<file path="config.mk">
export PLATFORM = sky130hd
export DESIGN_NAME = bcd_tick_counter
export DESIGN_NICKNAME = d
export VERILOG_FILES = /design/src/rtl/bcd_tick_counter_pkg.sv /design/src/rtl/bcd_to_seg7.sv /design/src/rtl/bcd_tick_counter.sv
export SDC_FILE = /design/constraint.sdc
export NUM_CORES = 1
export LEC_CHECK = 0
export BUFFER_PORTS_ARGS = -buffer_cell sky130_fd_sc_hd__buf_2
export CORE_UTILIZATION = 32
export DETAILED_ROUTE_END_ITERATION = 6
export PLACE_DENSITY = 0.6
export SETUP_SLACK_MARGIN = 0.5
export SLEW_MARGIN = 30
export SYNTH_ARGS = -nofsm -noshare
export SYNTH_HDL_FRONTEND = slang
export SYNTH_SLANG_ARGS = --single-unit
</file>
<file path="constraint.sdc">
create_clock -name CLK -period 2.3 [get_ports CLK]
set_clock_uncertainty 0.15 [all_clocks]
set_input_delay 0.69 -clock CLK [delete_from_list [all_inputs] [get_ports CLK]]
set_output_delay 0.69 -clock CLK [all_outputs]
set_load 0.05 [all_outputs]
</file>
<file path="src/rtl/bcd_tick_counter_pkg.sv">
// Shared types and constants for the two-digit BCD tick counter.
// Segment encoding is gfedcba, active-high.
package bcd_tick_counter_pkg;

  typedef enum logic [1:0] {
    ST_IDLE  = 2'd0,
    ST_RUN   = 2'd1,
    ST_PAUSE = 2'd2
  } state_t;

  localparam int unsigned DIGIT_W = 4;
  localparam int unsigned SEG_W   = 7;

  localparam logic [SEG_W-1:0] SEG_0     = 7'h3F;
  localparam logic [SEG_W-1:0] SEG_1     = 7'h06;
  localparam logic [SEG_W-1:0] SEG_2     = 7'h5B;
  localparam logic [SEG_W-1:0] SEG_3     = 7'h4F;
  localparam logic [SEG_W-1:0] SEG_4     = 7'h66;
  localparam logic [SEG_W-1:0] SEG_5     = 7'h6D;
  localparam logic [SEG_W-1:0] SEG_6     = 7'h7D;
  localparam logic [SEG_W-1:0] SEG_7     = 7'h07;
  localparam logic [SEG_W-1:0] SEG_8     = 7'h7F;
  localparam logic [SEG_W-1:0] SEG_9     = 7'h6F;
  localparam logic [SEG_W-1:0] SEG_BLANK = 7'h00;

  // Digit to segment pattern; non-decimal codes are blank.
  function automatic logic [SEG_W-1:0] seg7_encode(input logic [DIGIT_W-1:0] digit);
    case (digit)
      4'd0:    return SEG_0;
      4'd1:    return SEG_1;
      4'd2:    return SEG_2;
      4'd3:    return SEG_3;
      4'd4:    return SEG_4;
      4'd5:    return SEG_5;
      4'd6:    return SEG_6;
      4'd7:    return SEG_7;
      4'd8:    return SEG_8;
      4'd9:    return SEG_9;
      default: return SEG_BLANK;
    endcase
  endfunction

endpackage

</file>
<file path="src/rtl/bcd_to_seg7.sv">
// Registered BCD digit to seven-segment decoder; resets to the "0" pattern.
module bcd_to_seg7
  import bcd_tick_counter_pkg::*;
(
  input  logic               i_clk,
  input  logic               i_rst_n,
  input  logic [DIGIT_W-1:0] i_digit,
  output logic [SEG_W-1:0]   o_seg
);

  logic [SEG_W-1:0] r_seg;

  // Register the decoded pattern so segments lag the digit by one edge.
  always_ff @(posedge i_clk or negedge i_rst_n) begin
    if (!i_rst_n) begin
      r_seg <= SEG_0;
    end else begin
      r_seg <= seg7_encode(i_digit);
    end
  end

  assign o_seg = r_seg;

endmodule

</file>
<file path="src/rtl/bcd_tick_counter.sv">
// Two-digit BCD up/down counter advanced by rising edges of an asynchronous
// Tick, with Start/Pause/Clear control. Seven-segment outputs are built only
// when BCD_TICK_COUNTER_SEG7_EN is defined; otherwise they are tied to 0.
module bcd_tick_counter
  import bcd_tick_counter_pkg::*;
#(
  parameter int MAX_COUNT   = 59,
  parameter int SYNC_STAGES = 2
) (
  input  logic               CLK,
  input  logic               nRST,
  input  logic               Tick,
  input  logic               Start,
  input  logic               Pause,
  input  logic               Clear,
  input  logic               Down,
  output logic [DIGIT_W-1:0] CountOnes,
  output logic [DIGIT_W-1:0] CountTens,
  output logic               Running,
  output logic               Wrap,
  output logic [SEG_W-1:0]   Seg7Ones,
  output logic [SEG_W-1:0]   Seg7Tens
);

  generate
    if (MAX_COUNT < 1 || MAX_COUNT > 99) begin : g_bad_max_count
      $error("bcd_tick_counter: MAX_COUNT must be in 1..99");
    end
    if (SYNC_STAGES < 2 || SYNC_STAGES > 4) begin : g_bad_sync_stages
      $error("bcd_tick_counter: SYNC_STAGES must be in 2..4");
    end
  endgenerate

  localparam logic [DIGIT_W-1:0] MAX_TENS = DIGIT_W'(MAX_COUNT / 10);
  localparam logic [DIGIT_W-1:0] MAX_ONES = DIGIT_W'(MAX_COUNT % 10);

  logic [SYNC_STAGES-1:0] r_sync;
  logic                   r_hist;
  logic                   w_step;
  state_t                 r_state;
  logic [DIGIT_W-1:0]     r_ones;
  logic [DIGIT_W-1:0]     r_tens;
  logic                   r_running;
  logic                   r_wrap;
  logic [SEG_W-1:0]       w_seg_ones;
  logic [SEG_W-1:0]       w_seg_tens;

  // Synchronise Tick and keep one history bit for rising-edge detection.
  always_ff @(posedge CLK or negedge nRST) begin
    if (!nRST) begin
      r_sync <= '0;
      r_hist <= 1'b0;
    end else begin
      r_sync <= {r_sync[SYNC_STAGES-2:0], Tick};
      r_hist <= r_sync[SYNC_STAGES-1];
    end
  end

  assign w_step = r_sync[SYNC_STAGES-1] & ~r_hist;

  // Control FSM and BCD count; a step is only taken in RUN with no Clear/Pause.
  always_ff @(posedge CLK or negedge nRST) begin
    if (!nRST) begin
      r_state   <= ST_IDLE;
      r_ones    <= '0;
      r_tens    <= '0;
      r_running <= 1'b0;
      r_wrap    <= 1'b0;
    end else begin
      r_wrap <= 1'b0;
      if (Clear) begin
        r_state   <= ST_IDLE;
        r_ones    <= '0;
        r_tens    <= '0;
        r_running <= 1'b0;
      end else begin
        case (r_state)
          ST_IDLE: begin
            if (Start) begin
              r_state   <= ST_RUN;
              r_running <= 1'b1;
            end
          end
          ST_RUN: begin
            if (Pause) begin
              r_state   <= ST_PAUSE;
              r_running <= 1'b0;
            end else if (w_step) begin
              if (!Down) begin
                if (r_tens == MAX_TENS && r_ones == MAX_ONES) begin
                  r_tens <= '0;
                  r_ones <= '0;
                  r_wrap <= 1'b1;
                end else if (r_ones == 4'd9) begin
                  r_ones <= '0;
                  r_tens <= r_tens + 4'd1;
                end else begin
                  r_ones <= r_ones + 4'd1;
                end
              end else begin
                if (r_tens == '0 && r_ones == '0) begin
                  r_tens <= MAX_TENS;
                  r_ones <= MAX_ONES;
                  r_wrap <= 1'b1;
                end else if (r_ones == '0) begin
                  r_ones <= 4'd9;
                  r_tens <= r_tens - 4'd1;
                end else begin
                  r_ones <= r_ones - 4'd1;
                end
              end
            end
          end
          ST_PAUSE: begin
            if (Start) begin
              r_state   <= ST_RUN;
              r_running <= 1'b1;
            end
          end
          default: begin
            r_state   <= ST_IDLE;
            r_running <= 1'b0;
          end
        endcase
      end
    end
  end

`ifdef BCD_TICK_COUNTER_SEG7_EN
  bcd_to_seg7 u_seg_ones (
    .i_clk   (CLK),
    .i_rst_n (nRST),
    .i_digit (r_ones),
    .o_seg   (w_seg_ones)
  );

  bcd_to_seg7 u_seg_tens (
    .i_clk   (CLK),
    .i_rst_n (nRST),
    .i_digit (r_tens),
    .o_seg   (w_seg_tens)
  );
`else
  assign w_seg_ones = '0;
  assign w_seg_tens = '0;
`endif

  assign CountOnes = r_ones;
  assign CountTens = r_tens;
  assign Running   = r_running;
  assign Wrap      = r_wrap;
  assign Seg7Ones  = w_seg_ones;
  assign Seg7Tens  = w_seg_tens;

endmodule

</file>
==> results of run 1 <==
-- cell usage in the layout (no fill, tap or decap), drive strengths merged, types with 2 or more instances in the layout --
cell	Yosys	routed
inv	6	6
nand2b	2	2
clkbuf	1	4
or3b	2	2
a311oi	3	3
conb	1	14
nor3	3	3
nor3b	3	3
a22o	3	3
a211oi	2	2
nand3b	3	3
o21ai	2	2
dfrtp	14	14
mux2i	2	2
buf	16	38
ha	7	7
nor2	9	9
a21o	2	2
nand2	4	4
a21oi	6	6
-- logic make-up (layout without fill, tap and decap cells) --
kind of cell               count (synthesis)  after routing
muxes                                      2              2
adders and majority gates                  7              7
AOI/OAI and AO/OA                         28             28
buffers and inverters                     23             48
and+or+nand+nor                           35             35
other                                      1             14
DFF                                       14             14
-- critical path, delay by kind of cell, from the launching register on --
family | cells | cell delay [ns]
flip-flops | 1 | 0.46
buffers and inverters | 2 | 0.30
-- routing by layer --
metal / routed length (µm) / track usage
met4: 40 / 0.00997
met3: 110 / 0.0411
met5: 0 / 0
met2: 1340 / 0.292
met1: 1140 / 0.177
-- timing repair --
item                       4_1_cts  5_1_grt
setup endpoints to repair       14        9
pin swaps                        2       10
setup buffers                   17        5
gates resized for setup         16       11
-- path summary, 6_finish.rpt --
path / start / to / depth (start not counted)
worst min-delay path: nRST / r_hist / 1
min in group CLK: r_sync[0] / r_sync[1] / 0
max in group asynchronous: nRST / CountOnes[3] / 1
worst min register to register: r_sync[0] / r_sync[1] / 0
worst max-delay path: CountOnes[0] / CountOnes[0] / 2
worst max register to register: CountOnes[1] / CountTens[2] / 7
-- sequential cells by signal, summed over array words and instances (netlist names) --
signal	count
r_sync	2
CountOnes	4
r_hist	1
CountTens	4
Wrap	1
r_state	2
-- report_power, final --
part | switching, mW | leakage (nW) | internal [mW]
clock | 0.0799 | 0.0210 | 0.0962
combinational | 0.108 | 0.474 | 0.0459
sequential | 0.00454 | 0.175 | 0.252
-- cell type report --
class                           count  area [µm²]
Tap cell                           44        55.1
Timing Repair Buffer               38         287
Clock buffer                        4        36.3
Multi-Input combinational cell     86         681
Inverter                            6        27.5
Sequential cell                    14         359
Fill cell                         309        1660
-- metrics by stage --
stage,hold slack [ns],util
finish,0.146,0.466
global route,0.156,0.466
CTS,0.144,0.435
detailed placement,0.186,0.369
global placement,0.186,0.369
floorplan,0.181,-
==> results by group, run 1 <==
Yosys
  • Syn avg cell area: 9.69 µm²
  • Main combinational cell family by area after synthesis: simple AND/OR/NAND/NOR gates
  • Post-Syn Instances: 110
  • Yosys warns: 0
  • Unique masters post-synth: 45
  • Register area share after synthesis: 0.329
  • Post-Syn Area: 1070 µm²
  • Top FF cell, synth: dfrtp_1
  • Synth top cells by count: buf_4 (14), dfrtp_1 (14), nor2_1 (9)
  • Largest area contributor in the synthesized netlist: dfrtp_1
  • Asr flop ratio synth: 1.00
  • Yosys top cell area share: 0.329
  • Simple-gate share of the synthesized area: 0.222
  • Adder-cell share of the synthesized area: 0.0822
  • Compound-Gate Fraction of Synth Area: 0.205
  • EDFF count, synth: 0
  • Mux cell area share after synthesis: 0.0188
  • Yosys reg bits: 14
  • Top cells by area, synth: dfrtp_1 (33%), buf_4 (9.9%), ha_1 (8.2%), nor2_1 (3.2%), a22o_2 (2.8%)
  • Xor and xnor area share after synthesis: 0

Worst setup path
  • Critical path arrival: 1.04 ns
  • Crit start category: flop
  • CP cell instances: buf_4 > buf_6
  • Crit Path Class: reg2out
  • CP max-delay cell: dfrtp_2
  • Setup slack, reg-to-reg: 0.44 ns
  • Worst EP required: 1.46 ns
  • Crit-path max cell delay: 0.46 ns
  • Max FO, Critical Path: 4
  • Crit end category: output pin

Detailed routing
  • Drt total wl: 2630 µm
  • WL per Instance: 13.7 µm
  • Via count: 941
  • First-pass iteration count of the detailed router: 4
  • DRC viols: 0
  • Iter 0 DRT Violations: 22
  • Via-to-Cell Ratio: 4.90
  • Final ANT Viol Nets: 0

Cells and area
  • Area delta synth->final: 35.6%
  • Post-route insts no fill: 192
  • Final net count: 163
  • Finished layout cell area: 1450 µm²
  • Layout cells sized above 1: 0.473
  • N_diodes: 0

STA
  • RSZ-0062 raised after global routing: true
  • Period utilisation layout: 0.816
  • Final worst slack: 0.423 ns
  • Final hold violations: 0
  • Fmax: 533 MHz
  • Setup TNS: 0 ns
  • Slew Limit Fails: 0
  • Min Tclk post-route: 1.88 ns
  • # setup viols final: 0

CTS
  • Clock Tree Root: clkbuf_4
  • Worst-path clk slew: 0.09 ns
  • CTS tree: built
  • H-tree depth: 1
  • Worst skew pair latency: 0.27 ns
  • # clock sinks: 14
  • Max clock buf depth: 2
  • Hold buffers post-CTS: 0
  • TritonCTS Buffers: 3

Placed design
  • RD Place Congestion: 0.794
  • Detailed Place HPWL: 1640 µm
  • Placed Area: 1140 µm²
  • I/O Buffers: 16
  • Placed cells: 166
  • Worst slack at placement: 0.248 ns

Job
  • Max-cap viol count: 0

Floorplan
  • Rows: 20
  • Die area: 3570 µm²
  • Starting density of the core: 0.344
  • Die width: 59.7 µm
  • Core area: 3100 µm²
  • Ports: 31
  • Die Ht: 59.7 µm

Pwr
  • Pwr Total: 0.587 mW
  • Peak VDD IR: 0.239 mV
  • Pwr dens: 406 nW/µm²
  • P_leak: 0.670 nW

Global route
  • Pin count of the biggest net entering global routing: 15
  • Total track usage: 0.153
  • Initial antenna violation count: 0
  • First-pass GRT wire length: 4060 µm
  • Vias in the first global route: 905
  • Total global routing overflow: 0

Run status
  • Run status: finished, final reports clean

Worst hold path
  • Worst min path class: in2async
No activity file was read; power rests on OpenSTA's default activity.
==> run 2: changes to the inputs <==
--- a/config.mk
+++ b/config.mk
@@ -8,7 +8,7 @@
 export BUFFER_PORTS_ARGS = -buffer_cell sky130_fd_sc_hd__buf_2
 export CORE_UTILIZATION = 32
 export DETAILED_ROUTE_END_ITERATION = 6
-export PLACE_DENSITY = 0.6
+export PLACE_DENSITY = 0.62
 export SETUP_SLACK_MARGIN = 0.5
 export SLEW_MARGIN = 30
 export SYNTH_ARGS = -nofsm -noshare
==> constraint.sdc (replaced) <==
create_clock -name CLK -period 1.7 [get_ports CLK]
set_clock_uncertainty 0.15 [all_clocks]
set_input_delay 0.51 -clock CLK [delete_from_list [all_inputs] [get_ports CLK]]
set_output_delay 0.51 -clock CLK [all_outputs]
set_load 0.05 [all_outputs]
==> run 2 against run 1 <==
  * Power up 41%
  * Combinational power up 47%
  * Utilization rose by 6.1 points
  * Sequential share of layout area down 2.6 points
  * Register-to-register slack got worse by 0.50 ns
  * Critical endpoint is now CountTens[1]
  * Global-route usage is 1.9 points higher
  * The run now ends with setup timing left
  * Routed wire length increased by 5.1%
  * Count of clock-buffer cells in the layout stayed put
  * First-iteration DRC count increased to 3.4 times the previous value
  * Worst setup slack got worse by 0.48 ns
  * Die area is the same
  * Critical path type is now reg2reg
==> results by group, run 2 (synthesis results as in run 1) <==
Placed design
  • Detailed Place HPWL: 1860 µm (was 1640 µm)
  • Placed cells: 182 (was 166)
  • RD Place Congestion: 0.835 (was 0.794)
  • Placed Area: 1280 µm² (was 1140 µm²)
  • I/O Buffers: 16 (unchanged)

Global route
  • Total track usage: 0.173 (was 0.153)
  • Total global routing overflow: 0 (unchanged)
  • Pin count of the biggest net entering global routing: 15 (unchanged)
  • First-pass GRT wire length: 4460 µm (was 4060 µm)
  • Initial antenna violation count: 0 (unchanged)
  • Vias in the first global route: 974 (was 905)

Detailed routing
  • Final ANT Viol Nets: 0 (unchanged)
  • Iter 0 DRT Violations: 74 (was 22)
  • Drt total wl: 2770 µm (was 2630 µm)
  • Via-to-Cell Ratio: 4.88 (was 4.90)
  • DRC viols: 0 (unchanged)
  • Via count: 986 (was 941)
  • WL per Instance: 13.7 µm (about the same)
  • First-pass iteration count of the detailed router: 4 (unchanged)

Cells and area
  • Layout cells sized above 1: 0.551 (was 0.473)
  • Area occupied by multi-input gates: 702 µm² (was 681 µm²)
  • N_diodes: 0 (unchanged)
  • Finished layout cell area: 1630 µm² (was 1450 µm²)
  • Most common cell after layout, fill and taps aside: buf_4 (unchanged)
  • Commonest non-fill, non-tap cells in the layout: buf_4 (22), conb_1 (14), dfrtp_2 (10), buf_6 (10) (was buf_4 (26), conb_1 (14), nor2_1 (9))
  • Area delta synth->final: 53.3% (was 35.6%)
  • Final net count: 173 (was 163)
  • Fin util: 0.527 (was 0.466)
  • Post-route insts no fill: 202 (was 192)
  • Fill cell count: 298 (was 309)
  • FF/Latch Area: 363 µm² (was 359 µm²)

STA
  • Min Tclk post-route: 1.76 ns
  • Final worst slack: -0.0592 ns (was 0.423 ns)
  • Slew Limit Fails: 0 (unchanged)
  • # setup viols final: 6 (was 0)
  • RSZ-0062 raised after global routing: true (unchanged)
  • Final hold violations: 0 (unchanged)
  • Period utilisation layout: 1.03
  • Fmax: 568 MHz
  • Worst hold slack: 0.172 ns (was 0.146 ns)

Pwr
  • Switching part of the total power: 0.336 (was 0.328)
  • Clock Power Share: 0.303 (was 0.300)
  • Combinational power share: 0.274 (was 0.262)
  • Reg power frac: 0.422 (was 0.438)
  • P_leak: 0.731 nW (was 0.670 nW)
  • Peak VDD IR: 0.294 mV (was 0.239 mV)
  • Pwr dens: 505 nW/µm² (was 406 nW/µm²)
  • Int Power: 0.548 mW (was 0.394 mW)
  • Sw power: 0.277 mW (was 0.192 mW)

Worst setup path
  • Reg2reg start: CountOnes[0] (was CountOnes[1])
  • Worst EP required: 1.73 ns (was 1.46 ns)
  • Critical R2R Capture: CountTens[1] (was CountTens[2])
  • Critical path arrival: 1.79 ns (was 1.04 ns)
  • Setup slack, reg-to-reg: -0.06 ns (was 0.44 ns)
  • Max FO, Critical Path: 5 (was 4)
  • Crit start category: flop (unchanged)
  • Crit Path Class: reg2reg (was reg2out)
  • R2r worst-path depth: 6 (was 7)
  • Crit end category: flop (was output pin)

Worst hold path
  • Min-delay src: Tick
  • Worst min path class: in2reg (was in2async)
  • WHS Endpoint: r_sync[0]
  • Hold depth: 1

CTS
  • Worst skew pair latency: 0.29 ns (was 0.27 ns)
  • TritonCTS Buffers: 3 (unchanged)
  • CTS tree: built (unchanged)
  • Clock Tree Root: clkbuf_4 (unchanged)
  • H-tree depth: 1 (unchanged)
  • # clock sinks: 14 (unchanged)
  • Worst-path clk slew: 0.09 ns (about the same)
  • Max clock buf depth: 2 (unchanged)

Floorplan
  • Rows: 20 (unchanged)
  • Die width: 59.7 µm (unchanged)
  • Starting density of the core: 0.344 (unchanged)
  • Die area: 3570 µm² (unchanged)
  • Core area: 3100 µm² (unchanged)
  • Ports: 31 (unchanged)
  • Die Ht: 59.7 µm (unchanged)

Run status
  • Failing checks: setup timing
  • Run status: finished, violations left (was finished, final reports clean)

Job
  • Max-cap viol count: 0 (unchanged)
run 2: changes by cell type in the layout (fill, tap and decap cells not counted), sizes merged:
cell / delta
buf: +9
dlygate4sd3: +1
run 2: how the worst max path moves through the flow:
stage	start	to	slack, ns	depth (start not counted)
finish	CountOnes[0]	CountTens[1]	-0.06	6
global route	CountOnes[0]	CountOnes[2]	-0.15	8
CTS	CountOnes[0]	CountTens[2]	-0.06	6
detailed placement	Pause	CountOnes[0]	-0.12	5
global placement	Down	CountTens[3]	-0.07	5
floorplan	CountOnes[1]	CountTens[2]	-0.18	6
run 2: worst max-delay path, cell delays in order, from the launching register on:
cell      delay (ns)
dfrtp_2         0.44
inv_2           0.08
ha_4            0.13
nor3b_4         0.27
a311oi_1        0.14
a21o_1          0.19
a22o_2          0.23
run 2: repair_timing:
item | in CTS | in global routing
pin swaps | 5 | 11
endpoints found under the setup margin | 19 | 20
gates resized for setup | 38 | 14
buffers inserted | 10 | 5
endpoints found under the hold margin | 14 | 0
hold buffers | 1 | 0
run 2: power by group through the flow:
stage | Sequential [mW] | Combinational [mW] | Clock (mW)
finish | 0.349 | 0.226 | 0.251
global route | 0.350 | 0.242 | 0.275
CTS | 0.348 | 0.208 | 0.260
detailed placement | 0.357 | 0.182 | 0
global placement | 0.356 | 0.179 | 0
floorplan | 0.370 | 0.150 | 0
run 2: metrics by stage:
stage	TNS (ns)	setup WS [ns]	power, mW
global route	-1.04	-0.151	0.867
global placement	-0.367	-0.0739	0.536
finish	-0.213	-0.0592	0.825
floorplan	-0.573	-0.180	0.520
detailed placement	-0.500	-0.119	0.539
CTS	-0.237	-0.0568	0.816
run 2: area by class of cell:
| type | count | share of cell area |
|---|---|---|
| clock buffers | 4 | 0.0222 |
| inverters | 6 | 0.0153 |
| well taps | 44 | 0.0337 |
| flip-flops and latches | 14 | 0.222 |
| multi-input cells | 86 | 0.430 |
| repair buffers | 48 | 0.277 |
run 2: layer usage:
layer  GRT usage  up-vias  part of all wire
met5           0        -                 0
met4      0.0698        0             0.027
met3      0.0433        9             0.043
met2       0.290       34              0.50
met1       0.210      466              0.43
li1            -      477                 -
==> run 3: changes to the inputs <==
--- a/config.mk
+++ b/config.mk
@@ -7,6 +7,7 @@
 export LEC_CHECK = 0
 export BUFFER_PORTS_ARGS = -buffer_cell sky130_fd_sc_hd__buf_2
 export CORE_UTILIZATION = 32
+export CTS_BUF_LIST = sky130_fd_sc_hd__clkbuf_16
 export DETAILED_ROUTE_END_ITERATION = 6
 export PLACE_DENSITY = 0.62
 export SETUP_SLACK_MARGIN = 0.5
==> run 3 against run 2 <==
  * The run still ends with setup timing left
  * Power rose by 22%
  * Non-clock buffer count fell by 8
  * Count of clock-buffer cells in the layout fell by 1
  * Via count fell by 5.0%
  * Critical endpoint is now CountOnes[0]
  * Largest power group is now clock
==> results by group, run 3 (synthesis results as in run 1) <==
CTS
  • TritonCTS Buffers: 3 (unchanged)
  • CTS tree: built (unchanged)
  • Worst skew pair latency: 0.24 ns (was 0.29 ns)
  • H-tree depth: 1 (unchanged)
  • # clock sinks: 14 (unchanged)
  • Hold buffers post-CTS: 0 (was 1)
  • Clock Tree Root: clkbuf_16 (was clkbuf_4)
  • Max clock buf depth: 2 (unchanged)
  • Worst-path clk slew: 0.05 ns (was 0.09 ns)

Global route
  • First-pass GRT wire length: 4210 µm (was 4460 µm)
  • Total global routing overflow: 0 (unchanged)
  • Vias in the first global route: 903 (was 974)
  • Total track usage: 0.161 (was 0.173)
  • Initial antenna violation count: 0 (unchanged)
  • Pin count of the biggest net entering global routing: 15 (unchanged)

Detailed routing
  • Via-to-Cell Ratio: 4.83 (was 4.88)
  • WL per Instance: 13.7 µm (about the same)
  • First-pass iteration count of the detailed router: 4 (unchanged)
  • Via count: 937 (was 986)
  • Iter 0 DRT Violations: 66 (was 74)
  • DRC viols: 0 (unchanged)
  • Drt total wl: 2660 µm (was 2770 µm)
  • Final ANT Viol Nets: 0 (unchanged)

Placed design
  • Placed Area: 1280 µm² (unchanged)
  • Placed cells: 182 (unchanged)
  • RD Place Congestion: 0.835 (unchanged)
  • I/O Buffers: 16 (unchanged)
  • Detailed Place HPWL: 1860 µm (unchanged)

Worst setup path
  • R2r worst-path depth: 6 (unchanged)
  • Crit end category: output pin (was flop)
  • Critical path arrival: 1.09 ns (was 1.79 ns)
  • CP cell instances: buf_4 > buf_6 > buf_8 (was inv_2 > ha_4 > nor3b_4 > a311oi_1 > a21o_1 > a22o_2)
  • Crit start category: flop (unchanged)
  • Crit path launch: CountOnes[0] (unchanged)
  • CP max-delay cell: dfrtp_2 (unchanged)
  • Reg2reg start: CountOnes[0] (unchanged)
  • CP endpoint: CountOnes[0] (was CountTens[1])
  • Critical R2R Capture: CountTens[2] (was CountTens[1])
  • Setup slack, reg-to-reg: -0.04 ns (was -0.06 ns)
  • Crit-path max cell delay: 0.43 ns (was 0.44 ns)
  • Crit Path Class: reg2out (was reg2reg)
  • Max FO, Critical Path: 7 (was 5)
  • Worst EP required: 1.04 ns (was 1.73 ns)

Pwr
  • Int Power: 0.719 mW (was 0.548 mW)
  • Switching part of the total power: 0.287 (was 0.336)
  • Peak VDD IR: 0.445 mV (was 0.294 mV)
  • Combinational power share: 0.206 (was 0.274)
  • Clock Power Share: 0.445 (was 0.303)
  • Pwr dens: 635 nW/µm² (was 505 nW/µm²)
  • Reg power frac: 0.348 (was 0.422)
  • P_leak: 0.707 nW (was 0.731 nW)
  • Sw power: 0.290 mW (was 0.277 mW)

Cells and area
  • Post-route insts no fill: 194 (was 202)
  • Most common cell after layout, fill and taps aside: buf_4 (unchanged)
  • Fill cell count: 303 (was 298)
  • Final net count: 165 (was 173)
  • Finished layout cell area: 1590 µm² (was 1630 µm²)
  • Area delta synth->final: 49.1% (was 53.3%)
  • N_diodes: 0 (unchanged)
  • Commonest non-fill, non-tap cells in the layout: buf_4 (18), conb_1 (14), dfrtp_2 (9), nor2_1 (9), buf_8 (9) (was buf_4 (22), conb_1 (14), dfrtp_2 (10), buf_6 (10))
  • Layout cells sized above 1: 0.493 (was 0.551)

STA
  • Min Tclk post-route: 1.75 ns (was 1.76 ns)
  • Period utilisation layout: 1.03 (about the same)
  • # setup viols final: 6 (unchanged)
  • Slew Limit Fails: 0 (unchanged)
  • RSZ-0062 raised after global routing: true (unchanged)
  • Fmax: 572 MHz (was 568 MHz)
  • Final worst slack: -0.0476 ns (was -0.0592 ns)
  • Final hold violations: 0 (unchanged)

Floorplan
  • Starting density of the core: 0.344 (unchanged)
  • Rows: 20 (unchanged)
  • Core area: 3100 µm² (unchanged)
  • Die width: 59.7 µm (unchanged)
  • Ports: 31 (unchanged)
  • Die Ht: 59.7 µm (unchanged)
  • Die area: 3570 µm² (unchanged)

Run status
  • Failing checks: setup timing (unchanged)
  • Run status: finished, violations left (unchanged)

Worst hold path
  • Worst min path class: in2async (was in2reg)

Job
  • Max-cap viol count: 0 (unchanged)
run 3: cell count changes in the layout (fill, tap and decap cells not counted), sizes merged:
cell / before / now
clkinv: 0 / 1
dlygate4sd3: 1 / 0
buf: 47 / 40
clkbuf: 4 / 3
run 3: worst max-delay path: cells and delay by family, from the launching register on:
| kind | cells | cell delay (ns) |
|---|---|---|
| buf+inv | 3 | 0.42 |
| flops | 1 | 0.43 |
run 3: stage by stage:
step / TNS (ns) / hold WS, ns / utilization / setup WS [ns] / power [mW]
6_report: -0.205 / 0.0154 / 0.512 / -0.0476 / 1.01
5_1_grt: -0.997 / 0.0363 / 0.512 / -0.153 / 1.05
4_1_cts: -0.170 / 0.0219 / 0.494 / -0.0444 / 1.01
3_5_place_dp: -0.500 / 0.188 / 0.411 / -0.119 / 0.539
3_3_place_gp: -0.367 / 0.184 / 0.411 / -0.0739 / 0.536
2_1_floorplan: -0.573 / 0.0644 / - / -0.180 / 0.520
run 3: routing by layer:
layer  vias to the layer above  global-route usage  wire, µm
met4                         0              0.0399        36
met2                        27               0.281      1330
met1                       443               0.206      1210
met5                         -                   0         0
li1                        461                   -         -
met3                         6              0.0260        80
run 3: worst min-delay path by stage:
stage               startpoint           end  slack, ns
floorplan                 nRST  CountOnes[0]       0.06
finish                    nRST  CountOnes[1]       0.02
global placement     r_sync[0]     r_sync[1]       0.18
detailed placement   r_sync[0]     r_sync[1]       0.19
global route              nRST  CountOnes[3]       0.04
CTS                       nRST    r_state[1]       0.02
run 3: timing repair:
item | 4_1_cts | 5_1_grt
buffers inserted | 6 | 2
pin swaps | 7 | 4
setup endpoints to repair | 19 | 20
resized for setup | 35 | 8
cloned | 0 | 0
run 3: power groups by stage:
stage	Clock, mW	Sequential, mW	Combinational (mW)
after floorplan	0	0.370	0.150
after global placement	0	0.356	0.179
after detailed placement	0	0.357	0.182
after CTS	0.462	0.352	0.201
after global routing	0.476	0.352	0.222
final	0.449	0.352	0.208
run 3: area by class of cell:
class | count | area (µm²) | share of cell area
tap | 44 | 55.1 | 0.0346
inverter | 6 | 22.5 | 0.0142
sequential | 14 | 362 | 0.228
clock inverter | 1 | 3.75 | 0.00236
timing repair buffer | 40 | 388 | 0.244
clock buffer | 3 | 75.1 | 0.0472
multi-input combinational | 86 | 683 | 0.430
